$ cat config.mk
export PLATFORM = sky130hd
export DESIGN_NAME = mult_scheduler
export DESIGN_NICKNAME = d
export VERILOG_FILES = /design/src/rtl/mult_scheduler.sv
export SDC_FILE = /design/constraint.sdc
export NUM_CORES = 1
export LEC_CHECK = 0
export BUFFER_PORTS_ARGS = -buffer_cell sky130_fd_sc_hd__buf_2
export CAP_MARGIN = 20
export CORE_MARGIN = 1
export CORE_UTILIZATION = 30
export CTS_CLUSTER_DIAMETER = 200
export CTS_CLUSTER_SIZE = 10
export DETAILED_ROUTE_END_ITERATION = 8
export PLACE_DENSITY_LB_ADDON = 0.1
export SYNTH_ARGS = -nofsm -noshare
export SYNTH_HDL_FRONTEND = slang
export SYNTH_SLANG_ARGS = --single-unit
$ cat constraint.sdc
create_clock -name clk -period 3.24 [get_ports clk]
set_input_delay 0.162 -clock clk [delete_from_list [all_inputs] [get_ports clk]]
set_output_delay 0.162 -clock clk [all_outputs]
set_load 0.1 [all_outputs]
$ cat src/rtl/mult_scheduler.sv
// Two-requester shift-and-add multiplier: round-robin grant in IDLE, one
// multiplier bit per CALC cycle, result held in DONE until consumed.
module mult_scheduler #(
    parameter int M = 4,
    parameter int N = 4
) (
    input  logic             clk,
    input  logic             rst,
    input  logic [1:0]       req_valid,
    input  logic [M-1:0]     a0,
    input  logic [M-1:0]     a1,
    input  logic [N-1:0]     b0,
    input  logic [N-1:0]     b1,
    output logic [1:0]       req_ready,
    output logic             res_valid,
    input  logic             res_ready,
    output logic [M+N-1:0]   res_data,
    output logic             res_id,
    output logic             busy
);

    localparam int W  = M + N;
    localparam int CW = (N > 1) ? $clog2(N) : 1;

    typedef enum logic [1:0] {
        IDLE = 2'd0,
        CALC = 2'd1,
        DONE = 2'd2
    } state_t;

    state_t         state_r;
    state_t         state_nxt_s;
    logic           last_r;
    logic [W-1:0]   a_r;
    logic [N-1:0]   b_r;
    logic [W-1:0]   acc_r;
    logic [CW-1:0]  cnt_r;
    logic           id_r;
    logic [1:0]     grant_s;
    logic           accept_s;
    logic           last_bit_s;
    logic [W-1:0]   addend_s;

    // Round-robin arbiter: on a tie, the requester not granted last wins.
    always_comb begin
        grant_s = 2'b00;
        if (rst || (state_r != IDLE)) begin
            grant_s = 2'b00;
        end else begin
            case (req_valid)
                2'b01:   grant_s = 2'b01;
                2'b10:   grant_s = 2'b10;
                2'b11:   grant_s = last_r ? 2'b01 : 2'b10;
                default: grant_s = 2'b00;
            endcase
        end
    end

    assign req_ready  = grant_s;
    assign accept_s   = |(req_valid & grant_s);
    assign last_bit_s = (cnt_r == CW'(N - 1));
    assign addend_s   = b_r[cnt_r] ? (a_r << cnt_r) : {W{1'b0}};

    // Next-state logic.
    always_comb begin
        state_nxt_s = state_r;
        case (state_r)
            IDLE: begin
                if (accept_s) state_nxt_s = CALC;
                else          state_nxt_s = IDLE;
            end
            CALC: begin
                if (last_bit_s) state_nxt_s = DONE;
                else            state_nxt_s = CALC;
            end
            DONE: begin
                if (res_ready) state_nxt_s = IDLE;
                else           state_nxt_s = DONE;
            end
            default: state_nxt_s = IDLE;
        endcase
    end

    // State register.
    always_ff @(posedge clk) begin
        if (rst) begin
            state_r <= IDLE;
        end else begin
            state_r <= state_nxt_s;
        end
    end

    // Operand capture, accumulation and grant pointer.
    always_ff @(posedge clk) begin
        if (rst) begin
            last_r <= 1'b1;
            a_r    <= {W{1'b0}};
            b_r    <= {N{1'b0}};
            acc_r  <= {W{1'b0}};
            cnt_r  <= {CW{1'b0}};
            id_r   <= 1'b0;
        end else begin
            case (state_r)
                IDLE: begin
                    if (accept_s) begin
                        a_r    <= grant_s[1] ? {{N{1'b0}}, a1} : {{N{1'b0}}, a0};
                        b_r    <= grant_s[1] ? b1 : b0;
                        id_r   <= grant_s[1];
                        last_r <= grant_s[1];
                        acc_r  <= {W{1'b0}};
                        cnt_r  <= {CW{1'b0}};
                    end
                end
                CALC: begin
                    acc_r <= acc_r + addend_s;
                    cnt_r <= cnt_r + CW'(1);
                end
                default: begin
                    acc_r <= acc_r;
                end
            endcase
        end
    end

    // Outputs are direct decodes of registered state.
    assign res_valid = (state_r == DONE);
    assign res_data  = acc_r;
    assign res_id    = id_r;
    assign busy      = (state_r != IDLE);

endmodule

---- Yosys cells after proc, flatten, opt, wreduce, memory -nomap -nowiden ----
Cells that the tools add are included.
storage, ports and cells
  output and inout port bits .............. 13
  bits of input ports ..................... 21
  register bits ........................... 26
cells by class
  reduce and logical (&&, ||, !) cells .... 7
  eq/ne operators ......................... 7
  shifts and indexed selects .............. 1
  bitwise operators ....................... 1
  add/sub/neg operators ................... 2
  $lt $le $gt $ge ......................... 1
  mux-type cells .......................... 16
operators with widths
  kind                 number
  $mux 8               2
  $pmux 8 s2           1
  $pmux 2 s3           2
  $mux 2               5
  $add 8x8->8          1
  $eq 2x2->1 const B   4
  $mux 4               2
  $shl 8x2->8          1
  $eq 2x1->1 const B   2
  $pmux 2 s2           1
  $reduce_and 2->1     2
  $reduce_bool 2->1    2
  $lt 2x3->1 const B   1
  $add 2x1->2 const B  1
  $and 2x2->2          1
  $bmux 1 s2           1
  $logic_not 2->1      1
  $mux 1               2
  $ne 2x2->1 const B   1
  $reduce_or 2->1      1
  $logic_or 1x1->1     1

---- Logic depth before layout (Yosys ltp) ----
Gate-level depths: netlist of run 1.
  depth in word-level cells ............... 7
  gate-level depth with buffers ........... 9

---- Worst setup path before layout of run 1 ----
No wires, ideal clock.
  kind .................................... reg2out
  start point ............................. register state_r[0]
  end point ............................... output port req_ready[0]
  cell stages (with the launch flop) ...... 5
  buffers on the path ..................... 0
  data arrival time ....................... 2.459 ns
  setup slack ............................. 0.619 ns
  path through ............................ dfxtp_1 or2_4 o21bai_1 nand2b_4 nor2b_1
between the ends
  word-level cells in the longest chain between the ends .. 3
RTL lines
  what                    line  text
  start, declared         31    state_t state_r;
  start signal, assigned  89    state_r <= state_nxt_s;
  $reduce_bool 2->1       -
  named net busy          19    output logic busy
  $logic_or 1x1->1        47    if (rst || (state_r != IDLE)) begin
  $mux 2                  47
  end, declared           14    output logic [1:0] req_ready,
The timed path passes the listed nets, and every way through them passes these cells.

---- Final worst setup path of run 1 ----
  start point ............................. register cnt_r[0]
  end point ............................... register acc_r[6], in the netlist res_data[6]
between the ends
  word-level cells in the longest chain between the ends .. 5
  elaborated cells on any way between the ends .. 6
RTL lines
  what                          line  text
  start, declared               37    logic [CW-1:0] cnt_r;
  start signal, assigned        100   cnt_r <= {CW{1'b0}};
  start signal, assigned        111   cnt_r <= {CW{1'b0}};
  start signal, assigned        116   cnt_r <= cnt_r + CW'(1);
  $bmux 1 s2                    62    assign addend_s = b_r[cnt_r] ? (a_r << cnt_r) : {W{1'b0}};
  $mux 1 (not written as such)  62
  $mux 8 (*)                    62
  $add 8x8->8 (*)               115   acc_r <= acc_r + addend_s;
  $pmux 8 s2 (*)                103   case (state_r)
  end signal, assigned          110   acc_r <= {W{1'b0}};
  end signal, assigned          115
  end signal, assigned          119   acc_r <= acc_r;
  end, declared                 36    logic [W-1:0] acc_r;
Every way passes the cells marked *; elsewhere a longest branch is shown, timed or not. The select of a mux whose other input is x is not followed.
A chain may end at the register's enable or synchronous reset.

==> results of run 1 <==
## how the worst min path moves through the flow
stage,slack [ns],start,to,depth (start not counted)
2_1_floorplan,0.33,b0[1],b_r[1],2
3_3_place_gp,0.43,a0[2],a_r[2],3
3_5_place_dp,0.43,a0[0],a_r[0],3
4_1_cts,0.15,a0[0],a_r[0],3
5_1_grt,0.16,a0[3],a_r[3],3
6_report,0.15,a0[0],a_r[0],3
## flip-flops by register name (all words and copies together), names as in the netlist
register / cells
b_r: 4
res_data: 8
a_r: 4
cnt_r: 2
state_r: 2
last_r: 1
res_id: 1
## routing by layer
layer | global-route usage, % | vias to the layer above | share of wire [%]
li1 | - | 624 | -
met1 | 19.6 | 565 | 49
met2 | 21.9 | 30 | 44
met3 | 2.63 | 11 | 3.9
met4 | 7.71 | 0 | 3.2
met5 | 0 | - | 0
## through the flow
| stage | hold WS (ns) | util [%] | cells | worst slack (ns) |
|---|---|---|---|---|
| detailed placement | 0.434 | 35.7 | 229 | 0.505 |
| finish | 0.149 | 37.0 | 233 | 0.469 |
| global route | 0.163 | 37.0 | 233 | 0.266 |
| global placement | 0.427 | 35.7 | 229 | 0.599 |
| CTS | 0.147 | 37.0 | 233 | 0.478 |
| floorplan | 0.334 | - | 150 | 0.619 |
## worst min-delay path: stages
cell and delay (ns):
buf_2 0.07, o22ai_1 0.05, o21ai_1 0.10
## cell families after synthesis
| family | count (synthesis) | synth area share, % |
|---|---|---|
| AOI/OAI and AO/OA | 44 | 23.0 |
| xor gates and xnor gates | 2 | 1.30 |
| adders and majority gates | 9 | 8.88 |
| buffers and inverters | 10 | 3.51 |
| DFF | 22 | 32.6 |
| muxes | 7 | 7.12 |
| and+or+nand+nor | 56 | 23.6 |
## power groups by stage
stage / combinational, mW / clock, mW / sequential, mW
after global placement: 0.105 / 0 / 0.304
final: 0.105 / 0.203 / 0.298
after detailed placement: 0.106 / 0 / 0.304
after CTS: 0.107 / 0.212 / 0.298
after floorplan: 0.0724 / 0 / 0.308
after global routing: 0.115 / 0.226 / 0.301
## area by class of cell
cell class,count,area (sq um),share of cell area (%)
well taps,52,65.1,4.04
inverters,3,11.3,0.700
clock buffers,4,55.1,3.42
multi-input cells,118,865,53.7
flip-flops and latches,22,440,27.4
repair buffers,34,173,10.7
## synthesized netlist by cell type, types with 2 or more instances
master / count
o22ai_1: 5
o21ai_0: 5
ha_1: 8
clkbuf_1: 3
a22o_1: 2
a21oi_1: 6
nor3_1: 3
a21o_1: 2
nand3b_1: 2
o21ai_1: 7
and2_1: 6
nor2b_1: 3
inv_1: 3
a211oi_1: 3
a22oi_1: 5
and3_1: 2
dfxtp_1: 22
nand3_1: 11
mux4_2: 2
o21bai_1: 2
mux2i_1: 4
nor2_1: 13
nand2_1: 6
buf_2: 2
==> run summary, run 1 <==
DR WL/cell - 14.1 um
Critical Path Start - cnt_r[0]
F_max - 0.361 GHz
Leak - 0.720 nW
Dominant register cell in the synthesized netlist - dfxtp_1
Total Wirelength - 3300 um
Post-synth top area cell - dfxtp_1
Die width - 69.1 um
Fin Setup TNS - 0 ns
Crit path kind - flop to flop
Die footprint - 4780 sq um
Setup Fix Bufs, Post-CTS - 0
Worst EP arrival - 2.93 ns
Routed Antenna Nets - 0
Initial antenna violation count - 0
Post-synth EDFFs - 0
Grt ovf - 0
Fillers - 468
Critical Path Fanout Max - 14
#FFs+latches synth - 22
R2R Path End - res_data[6]
Sw Share - 29.2%
Worst path depth - 7
Top cell type's share of synthesized area - 32.6%
Unrepaired setup endpoints after global routing - false
Hpwl dp - 2530 um
Final worst path period share - 85.5%
Core Area - 4350 sq um
Via count - 1230
GPL Wtd Cong - 0.832
Worst reg2reg setup slack - 0.47 ns
CTS Buf Count - 3
CTS max path bufs - 2
Chip height - 69.1 um
MaxCap Viol Count - 0
Final Hold Fails - 0
Worst path bufs/invs - 0
Slew Viols, Final - 0
Worst slew pin tran - 0.556 ns
CTS tree - built
Share of power burned in registers - 49.1%
Critical path launch point type - flop
Critical path capture point type - flop
Layout area overhead - 19.0%
Asr flop ratio synth - 0%
Cell Int Power - 0.429 mW
Hold Crit Class - input port to flop
Syn_nets - 180
Power density cells - 377 nW/um^2
Drt pass-1 iters - 4
Worst-skew pair later-pin latency - 0.27 ns
Clk root buf - clkbuf_8
Largest cells by area after synthesis - dfxtp_1, ha_1, nand3_1
Global-route wire length before repair - 5550 um
Clk pwr share - 33.5%
Number of placed I/O pins - 34
Clock H-tree levels - 1
Cells after Synth - 150
Crit-path cells - mux4_2, and2_1, ha_1, a21oi_1, o311ai_1, or3_1, a32o_1
Drt via density - 5.28
Yosys warnings - 0
Initial core utilization - 31.1%
Post-CTS Hold Fix Bufs - 0
DRC - 0
Largest net degree at the start of global routing - 16
Post-synthesis cell type count - 47
Clock slew at reported path FFs - 0.09 ns
WP data required - 3.40 ns
CP max-delay cell - dfxtp_1
Status - finished clean
Tot GR Track Use - 14.5%
Switching pwr - 0.177 mW
Layout cells sized above 1 - 26.5%
FP Rows - 24
Fin crit period - 2.77 ns
R2R depth - 7
Power consumption - 0.607 mW
Combinational Power Share - 17.4%
Largest delay share family, worst path - compound AO/OA/AOI/OAI gates
Syn Std Cell Area - 1350 sq um
Avg Inst Size Synth - 9.02 sq um
Max VDD drop - 0.148 mV
Final Setup Violations - 0
Sequential share of the synthesized area - 32.6%
Commonest non-fill, non-tap cell in the layout - buf_2
Initial DRC Count - 67
Setup Skew - 0.00866 ns
# clock sinks - 22
Ant diodes - 0
Slew HR - 62.9%
Most frequent cells in the layout - buf_2, dfxtp_1, nor2_1
Vias in the first global route - 1129
Cell area after layout - 1610 sq um
Resize count post-CTS - 0
Port Buf Inserts - 33
Worst path max stage delay - 0.62 ns
Nets@finish - 212
Post-DP Area - 1550 sq um
Reg2reg start - cnt_r[0]
Critical path capture point - res_data[6]
Power figures use the tool's default switching activity.
==> run 2: changes to the inputs <==
--- a/config.mk
+++ b/config.mk
@@ -12,7 +12,7 @@
 export CTS_CLUSTER_DIAMETER = 200
 export CTS_CLUSTER_SIZE = 10
 export DETAILED_ROUTE_END_ITERATION = 8
-export PLACE_DENSITY_LB_ADDON = 0.1
+export PLACE_DENSITY = 0.61
 export SYNTH_ARGS = -nofsm -noshare
 export SYNTH_HDL_FRONTEND = slang
 export SYNTH_SLANG_ARGS = --single-unit
==> constraint.sdc (replaced) <==
create_clock -name clk -period 2.3 [get_ports clk]
set_input_delay 0.115 -clock clk [delete_from_list [all_inputs] [get_ports clk]]
set_output_delay 0.115 -clock clk [all_outputs]
set_load 0.1 [all_outputs]
==> run 2 against run 1 <==
Core utilization is 5.1 points higher. Critical path depth stayed put. Global-route usage fell by 0.84 points. Highest routed layer unchanged.
==> run summary, run 2 (synthesized netlist as in run 1, its figures left out) <==
Nets@finish - 224 (+5.7%)
CTS tree - built
Global-route wire length before repair - 5340 um (-3.9%)
Power density cells - 525 nW/um^2 (+39%)
WP data required - 2.46 ns (-0.94 ns)
CP max-delay cell - mux4_2
Critical path launch point type - flop
Initial core utilization - 31.1% (unchanged)
Fillers - 431 (-7.9%)
Port Buf Inserts - 33 (unchanged)
Crit-path cells - mux4_2, and2_4, ha_4, nand3_4, a311oi_2, a21o_1, mux2_2
R2R depth - 7 (unchanged)
Worst path depth - 7 (unchanged)
Worst-skew pair later-pin latency - 0.27 ns (about the same)
Initial DRC Count - 43 (-36%)
Routed Antenna Nets - 0 (unchanged)
Cell Int Power - 0.704 mW (+64%)
Post-CTS Hold Fix Bufs - 0 (unchanged)
Slew HR - 64.4% (+1.5 points)
Worst path bufs/invs - 0 (unchanged)
Cell area after layout - 1830 sq um (+14%)
Share of power burned in registers - 42.8% (-6.3 points)
Final Setup Violations - 0 (unchanged)
CTS Buf Count - 3 (unchanged)
Finished Layout Cells - 245 (+5.2%)
Leak - 0.787 nW (+9.3%)
Number of placed I/O pins - 34 (unchanged)
Drt pass-1 iters - 4 (unchanged)
Footprint of the multi-input gates - 976 sq um (+13%)
Worst EP arrival - 2.37 ns (-0.56 ns)
GPL Wtd Cong - 0.829 (-0.41%)
Setup Skew - 0.00287 ns (-0.00579 ns)
F_max - 0.453 GHz (+25%)
Worst slew pin tran - 0.534 ns (-0.0225 ns)
DRC - 0 (unchanged)
Final Hold Fails - 0 (unchanged)
Crit path kind - flop to flop
# clock sinks - 22 (unchanged)
Post-DP Area - 1650 sq um (+6.4%)
Sw Share - 26.9% (-2.3 points)
Clk pwr share - 38.3% (+4.8 points)
Reg area - 447 sq um (+1.4%)
Fin crit period - 2.21 ns (-0.561 ns)
Slew Viols, Final - 0 (unchanged)
Largest delay share family, worst path - multiplexers
Combinational Power Share - 18.9% (+1.5 points)
Layout cells sized above 1 - 42.0% (+15 points)
Worst path max stage delay - 0.52 ns (-0.10 ns)
Max VDD drop - 0.298 mV (+100%)
Clock slew at reported path FFs - 0.09 ns (about the same)
Clock H-tree levels - 1 (unchanged)
Die footprint - 4780 sq um (unchanged)
FP Rows - 24 (unchanged)
Placed insts - 241 (+5.2%)
Core Area - 4350 sq um (unchanged)
WHS Path Cells - 3 (unchanged)
Unrepaired setup endpoints after global routing - true
CTS max path bufs - 2 (unchanged)
Total Wirelength - 3260 um (-1.2%)
Hold Crit Class - input port to flop
Critical Path Fanout Max - 6 (-8)
Final worst path period share - 96.1% (+11 points)
Largest net degree at the start of global routing - 16 (unchanged)
DR WL/cell - 13.3 um (-6.0%)
Layout area overhead - 35.5%
Max reg flops - 8 (unchanged)
Setup Fix Bufs, Post-CTS - 0 (unchanged)
Chip height - 69.1 um (unchanged)
Initial antenna violation count - 0 (unchanged)
Hpwl dp - 2410 um (-5.1%)
Die width - 69.1 um (unchanged)
Grt ovf - 0 (unchanged)
Status - finished clean
Vias in the first global route - 1215 (+7.6%)
Commonest non-fill, non-tap cell in the layout - buf_2
Drt via density - 5.22 (-1.0%)
Ant diodes - 0 (unchanged)
Via count - 1280 (+4.1%)
MaxCap Viol Count - 0 (unchanged)
Switching pwr - 0.259 mW (+46%)
Most frequent cells in the layout - buf_2, dfxtp_1, nor2_1, buf_4, nand3_1
Critical path capture point type - flop
Clk root buf - clkbuf_8
Tot GR Track Use - 13.7% (-0.84 points)
run 2: changes by cell type in the layout (fill, tap and decap cells not counted), moves of 2 or more:
cell,before,now
a21oi_1,6,4
and2_1,6,2
and2_4,0,4
buf_4,1,13
dfxtp_1,22,19
dfxtp_2,0,2
ha_1,8,4
ha_4,0,3
run 2: power groups by stage:
stage	clock [mW]	combinational, mW	sequential, mW
2_1_floorplan	0	0.103	0.434
3_3_place_gp	0	0.173	0.422
3_5_place_dp	0	0.173	0.422
4_1_cts	0.376	0.177	0.413
5_1_grt	0.385	0.197	0.416
6_report	0.369	0.182	0.413
run 2: layout make-up:
class | instances | area share (%)
clock inverter | 1 | 1.64
inverter | 3 | 0.614
tap | 52 | 3.55
sequential | 22 | 24.4
multi-input combinational | 118 | 53.2
clock buffer | 3 | 2.25
timing repair buffer | 46 | 14.3
run 2: final timing paths:
kind	from	end	slack, ns
worst max-delay path	cnt_r[0]	res_data[7]	0.09
worst min-delay path	a0[0]	a_r[0]	0.10
worst max register to register	cnt_r[0]	res_data[7]	0.09
worst min register to register	last_r	last_r	0.48
run 2: tightest hold or removal path, stage by stage:
cell and delay [ns]:
buf_2 0.07, o22ai_1 0.05, o21ai_1 0.10
run 2: timing repair:
action                                  in CTS  in global routing
resized for setup                            4                 15
pin swaps                                    0                  5
endpoints found under the setup margin       3                  3
run 2: layer usage:
metal  share of wire, %  wire, um  global-route usage, %
met4                1.9        63                   4.31
met1                 47      1530                   16.7
met5                  0         0                      0
met3                3.9       127                   3.36
met2                 47      1540                   23.4
run 2: through the flow:
stage | setup TNS (ns) | hold WS, ns | utilization (%) | setup slack [ns] | total power [mW]
2_1_floorplan | 0 | 0.287 | - | 0.0166 | 0.537
3_3_place_gp | -0.0252 | 0.377 | 38.0 | -0.0157 | 0.595
3_5_place_dp | -0.106 | 0.382 | 38.0 | -0.0397 | 0.595
4_1_cts | 0 | 0.104 | 40.5 | 0.0382 | 0.965
5_1_grt | -0.00685 | 0.110 | 42.1 | -0.00645 | 0.999
6_report | 0 | 0.105 | 42.1 | 0.0905 | 0.963
